**config.mk**
```make
export PLATFORM = sky130hd
export DESIGN_NAME = serial_adder
export DESIGN_NICKNAME = d
export VERILOG_FILES = /design/src/rtl/serial_adder_pkg.sv /design/src/rtl/serial_adder_full_adder.sv /design/src/rtl/serial_adder.sv
export SDC_FILE = /design/constraint.sdc
export NUM_CORES = 1
export LEC_CHECK = 0
export ABC_CLOCK_PERIOD_IN_PS = 1500
export BUFFER_PORTS_ARGS = -buffer_cell sky130_fd_sc_hd__buf_4
export CORE_MARGIN = 4
export CORE_UTILIZATION = 30
export DETAILED_ROUTE_END_ITERATION = 7
export PLACE_DENSITY = 0.53
export SYNTH_ARGS = -nofsm -noshare
export SYNTH_HDL_FRONTEND = slang
export SYNTH_SLANG_ARGS = --single-unit
```
**constraint.sdc**
```tcl
create_clock -name clk -period 1.5 [get_ports clk]
set_input_delay 0.3 -clock clk [delete_from_list [all_inputs] [get_ports clk]]
set_output_delay 0.3 -clock clk [all_outputs]
set_load 0.01 [all_outputs]
```
**src/rtl/serial_adder_pkg.sv**
```systemverilog
// Shared types and constants for the bit-serial adder.
// Holds the three-state FSM encoding and the default operand width.
package serial_adder_pkg;

    localparam int DEFAULT_WIDTH = 8;

    typedef enum logic [1:0] {
        IDLE = 2'd0,
        RUN  = 2'd1,
        DONE = 2'd2
    } state_t;

endpackage

```
**src/rtl/serial_adder_full_adder.sv**
```systemverilog
// Single-bit full adder cell: the additive counterpart of the full subtractor.
// Purely combinational; the serial adder reuses one instance for every bit.
module full_adder (
    input  logic a,
    input  logic b,
    input  logic cin,
    output logic sum,
    output logic carry
);

    assign sum   = a ^ b ^ cin;
    assign carry = (a & b) | (a & cin) | (b & cin);

endmodule

```
**src/rtl/serial_adder.sv**
```systemverilog
// Bit-serial adder: one full_adder processes operand bits LSB first, WIDTH edges per add.
// Optional SERIAL_ADDER_OVF_EN adds a registered two's-complement overflow output ovf.
module serial_adder
    import serial_adder_pkg::*;
#(
    parameter int WIDTH = DEFAULT_WIDTH
) (
    input  logic             clk,
    input  logic             rst,
    input  logic             start,
    input  logic [WIDTH-1:0] a,
    input  logic [WIDTH-1:0] b,
    input  logic             cin,
    output logic             busy,
    output logic             done,
    output logic [WIDTH-1:0] sum,
    output logic             cout
`ifdef SERIAL_ADDER_OVF_EN
    ,
    output logic             ovf
`endif
);

    localparam int CNT_W = $clog2(WIDTH);
    localparam logic [CNT_W-1:0] CNT_LAST = CNT_W'(WIDTH - 1);

    state_t             state_q, state_d;
    logic [WIDTH-1:0]   a_q, a_d;
    logic [WIDTH-1:0]   b_q, b_d;
    logic [WIDTH-1:0]   res_q, res_d;
    logic [WIDTH-1:0]   sum_q, sum_d;
    logic [CNT_W-1:0]   cnt_q, cnt_d;
    logic               carry_q, carry_d;
    logic               cout_q, cout_d;
`ifdef SERIAL_ADDER_OVF_EN
    logic               ovf_q, ovf_d;
`endif

    logic               fa_sum;
    logic               fa_carry;

    full_adder u_fa (
        .a     (a_q[0]),
        .b     (b_q[0]),
        .cin   (carry_q),
        .sum   (fa_sum),
        .carry (fa_carry)
    );

    always_comb begin
        state_d = state_q;
        a_d     = a_q;
        b_d     = b_q;
        res_d   = res_q;
        sum_d   = sum_q;
        cnt_d   = cnt_q;
        carry_d = carry_q;
        cout_d  = cout_q;
`ifdef SERIAL_ADDER_OVF_EN
        ovf_d   = ovf_q;
`endif

        unique case (state_q)
            IDLE, DONE: begin
                // DONE falls straight back into RUN on start, so back-to-back adds have no gap.
                if (start) begin
                    a_d     = a;
                    b_d     = b;
                    carry_d = cin;
                    res_d   = '0;
                    cnt_d   = '0;
                    state_d = RUN;
                end else begin
                    state_d = IDLE;
                end
            end

            RUN: begin
                a_d     = {1'b0, a_q[WIDTH-1:1]};
                b_d     = {1'b0, b_q[WIDTH-1:1]};
                res_d   = {fa_sum, res_q[WIDTH-1:1]};
                carry_d = fa_carry;
                cnt_d   = cnt_q + 1'b1;
                if (cnt_q == CNT_LAST) begin
                    // On the MSB step carry_q is the carry into bit WIDTH-1.
                    sum_d   = {fa_sum, res_q[WIDTH-1:1]};
                    cout_d  = fa_carry;
`ifdef SERIAL_ADDER_OVF_EN
                    ovf_d   = carry_q ^ fa_carry;
`endif
                    state_d = DONE;
                end
            end

            default: begin
                state_d = IDLE;
            end
        endcase
    end

    always_ff @(posedge clk or posedge rst) begin
        if (rst) begin
            state_q <= IDLE;
            a_q     <= '0;
            b_q     <= '0;
            res_q   <= '0;
            sum_q   <= '0;
            cnt_q   <= '0;
            carry_q <= 1'b0;
            cout_q  <= 1'b0;
`ifdef SERIAL_ADDER_OVF_EN
            ovf_q   <= 1'b0;
`endif
        end else begin
            state_q <= state_d;
            a_q     <= a_d;
            b_q     <= b_d;
            res_q   <= res_d;
            sum_q   <= sum_d;
            cnt_q   <= cnt_d;
            carry_q <= carry_d;
            cout_q  <= cout_d;
`ifdef SERIAL_ADDER_OVF_EN
            ovf_q   <= ovf_d;
`endif
        end
    end

    assign busy = (state_q == RUN);
    assign done = (state_q == DONE);
    assign sum  = sum_q;
    assign cout = cout_q;
`ifdef SERIAL_ADDER_OVF_EN
    assign ovf  = ovf_q;
`endif

endmodule

```
==> impl_metrics.yaml <==
synthesis:
  ys_seq_elements: 38
  syn-num-nets: 158
  synthCells: 135
  syn_area_um2: 1687
  synthMuxAreaShare_pct: 11.72
  syn_area_per_cell_um2: 12.49
  synth-seq-area-share_pct: 56.38
  synth_simple_gate_area_share_pct: 12.46
  synth_fa_ha_area_share_pct: 2.671
  ys.flop_type: "dfrtp_1"
  synth-edff-count: 0
  synthArstFlopShare_pct: 100.0
  synth_top_family_by_area: "compound AO/OA/AOI/OAI gates"
  yosysWarnings: 0
  ys_types: 29
  synth_compound_area_share_pct: 12.46
  synth-xor-area-share_pct: 0
routing:
  vias: 1168
  wl_per_cell_um: 14.08
  vias_per_cell: 4.826
  postRouteAntennaNets: 0
  first_iter_violations: 61
  routed_wl_um: 3407
  dr.pass1.iters: 4
  drc: 0
global_route:
  groute.usage.overall_pct: 10.35
  grt_pass1_vias: 1249
  grt_overflow: 0
  grt_pass1_wl_um: 5789
  antenna_found_initial: 0
  grt_max_degree: 39
setup_path:
  critPathTopFamily: "flip-flops"
  slowest_delay_ns: 0.43
  r2r_end: "sum[6]"
  worst_setup_path_end_kind: "output port"
  cp.buffers_inverters: 2
  rrSetupSlack_ns: 0.07
  slowest_stage: "dfrtp_2"
  crit_top_cell: "buf_4"
  worstPathArrival_ns: 1.13
  crit_type: "flip-flop to output port"
  reg2reg_from: "cnt_q[0]"
  crit_path_start: "state_q[0]"
  path_cells: "buf_4, nor2b_2, buf_4"
  required_ns: 1.20
  reg2reg_depth: 4
  startpoint_type: "flip-flop"
  crit_fanout: 11
die:
  dieArea_um2: 6886
  start_util_pct: 30.82
  pin_count: 31
  row_count: 27
  dieHeight_um: 82.98
  fp.dieW_um: 82.98
  core-area_um2: 5473
sta:
  post-route-period-util_pct: 95.39
  finalSetupViolCount: 0
  hold_violations: 0
  rsz0062_at_grt: "no"
  maxSlewHeadroom_pct: 64.90
  fin_hold_ws_ns: 0.1274
  fmax_ghz: 0.6989
  drv_slew: 0
  worst_slew_pin_slew_ns: 0.5264
  setup_tns_ns: 0
  min_period_ns: 1.431
  clock_skew_ns: 0.006374
clocking:
  h-tree-depth: 2
  clock-sinks: 38
  root_buffer: "clkbuf_8"
  cts_buffers: 5
  clk_pin_slew_ns: 0.08
  cts_buffer_depth: 2
  insertion_delay_ns: 0.28
  cts_tree: "built"
final_layout:
  drive_gt1_share_pct: 35.88
  fin_nets: 192
  area_growth_pct: 26.85
  num_antenna_cells: 0
  fill_cells: 549
run_status:
  outcome: "completed"
min_path:
  min_path_type: "input pin to asynchronous set/reset pin"
place:
  io_buffers: 30
  place.gp.congestion: 0.7337
  hpwl_um: 2419
power_and_ir_drop:
  pwr_density_cell_nw_per_um2: 2194
  ir_worst_vdd_v: 0.0006678
  leakagePower_nw: 1.006
job:
  maxCapViolations: 0
layer usage:
layer  vias to the layer above  global-route usage, %  routed length (µm)
met3                         4                  3.869                 166
met2                        27                  16.91                1747
met4                         0                  4.903                  54
li1                        554                      -                   -
met5                         -                      0                   0
met1                       583                  11.94                1438
power breakdown:
part	total (mW)	switching, mW	internal [mW]
clock network	1.06	0.350	0.709
logic	1.82	0.859	0.966
registers	1.81	0.311	1.50
how the worst max path moves through the flow:
stage,to,cells after the start
after floorplan,cout,4
after global placement,sum[0],4
after detailed placement,sum[6],4
after CTS,busy,3
after global routing,busy,3
final,done,3
placed cells by master, fill, tap and decap left out:
cell type / instances
nor2b_1: 2
inv_1: 2
a22oi_1: 1
nand3_1: 4
o22ai_1: 11
nand2b_4: 1
nand2_8: 1
and3b_1: 1
nor2_4: 1
nor3_1: 11
a221o_1: 1
dfrtp_2: 1
nand2b_1: 1
nor2b_2: 1
dfrtp_1: 37
nand2_1: 1
buf_4: 36
fa_1: 1
a211oi_1: 2
o21ai_0: 4
ha_1: 2
mux2i_1: 4
and2b_1: 1
clkbuf_8: 6
bufinv_16: 2
mux2_2: 2
nor2_1: 12
mux2_4: 9
inv_8: 1
a21oi_1: 2
a22o_1: 9
through the flow:
stage | instances | setup slack [ns] | utilization [%] | total power, mW | instance area, µm²
finish | 242 | 0.06921 | 39.09 | 4.695 | 2140
global placement | 233 | 0.1111 | 36.24 | 3.577 | 1983
CTS | 242 | 0.01653 | 39.00 | 4.752 | 2135
global route | 242 | 0.007039 | 39.09 | 5.008 | 2140
detailed placement | 233 | 0.07763 | 36.24 | 3.655 | 1983
floorplan | 135 | 0.1495 | - | 3.125 | 1687
sequential cells by signal, indices dropped and copies added, names as in the netlist:
name     cells
b_q          8
carry_q      1
sum          8
res_q        7
a_q          8
cnt_q        3
state_q      2
cout         1
cells in the mapped netlist, types with 2 or more instances:
cell type	n	share of area (%)
mux2i_1	4	2.4
a211oi_1	2	0.89
nor2_1	12	2.7
buf_6	2	1.3
mux2_4	9	8.0
nor2b_1	3	1.1
ha_1	2	1.5
a21oi_1	2	0.59
dfrtp_1	38	56
a22o_1	9	4.7
nor3_1	11	3.3
nand3_1	4	1.2
o22ai_1	11	4.1
buf_2	6	1.8
mux2_2	2	1.3
o21ai_0	4	1.2
inv_1	2	0.45
logic make-up (layout without fill, tap and decap cells):
logic type,Yosys count,after routing
compound gates,30,30
fa+ha+maj,3,3
buf+inv,12,47
flops,38,38
mux,15,15
simple gates,37,37
worst min-delay path, delay by kind of cell:
kind     cells  cell delay [ns]
buf+inv      3             0.55
timing repair:
item | 4_1_cts | 5_1_grt
gates resized for setup | 1 | 2
hold endpoints to repair | 0 | 0
setup endpoints to repair | 2 | 2
gates cloned | 0 | 0
buffers inserted | 1 | 0
pin swaps | 0 | 0
hold buffers | 0 | 0
area by class of cell:
class	count	area, µm²	share of cell area [%]
inverter	3	18.77	0.8772
clock inverter	2	60.06	2.807
tap	72	90.09	4.211
sequential	38	952.2	44.50
multi-input combinational	85	665.6	31.11
clock buffer	6	82.58	3.860
timing repair buffer	36	270.3	12.63
No activity file was read; power rests on OpenSTA's default activity.
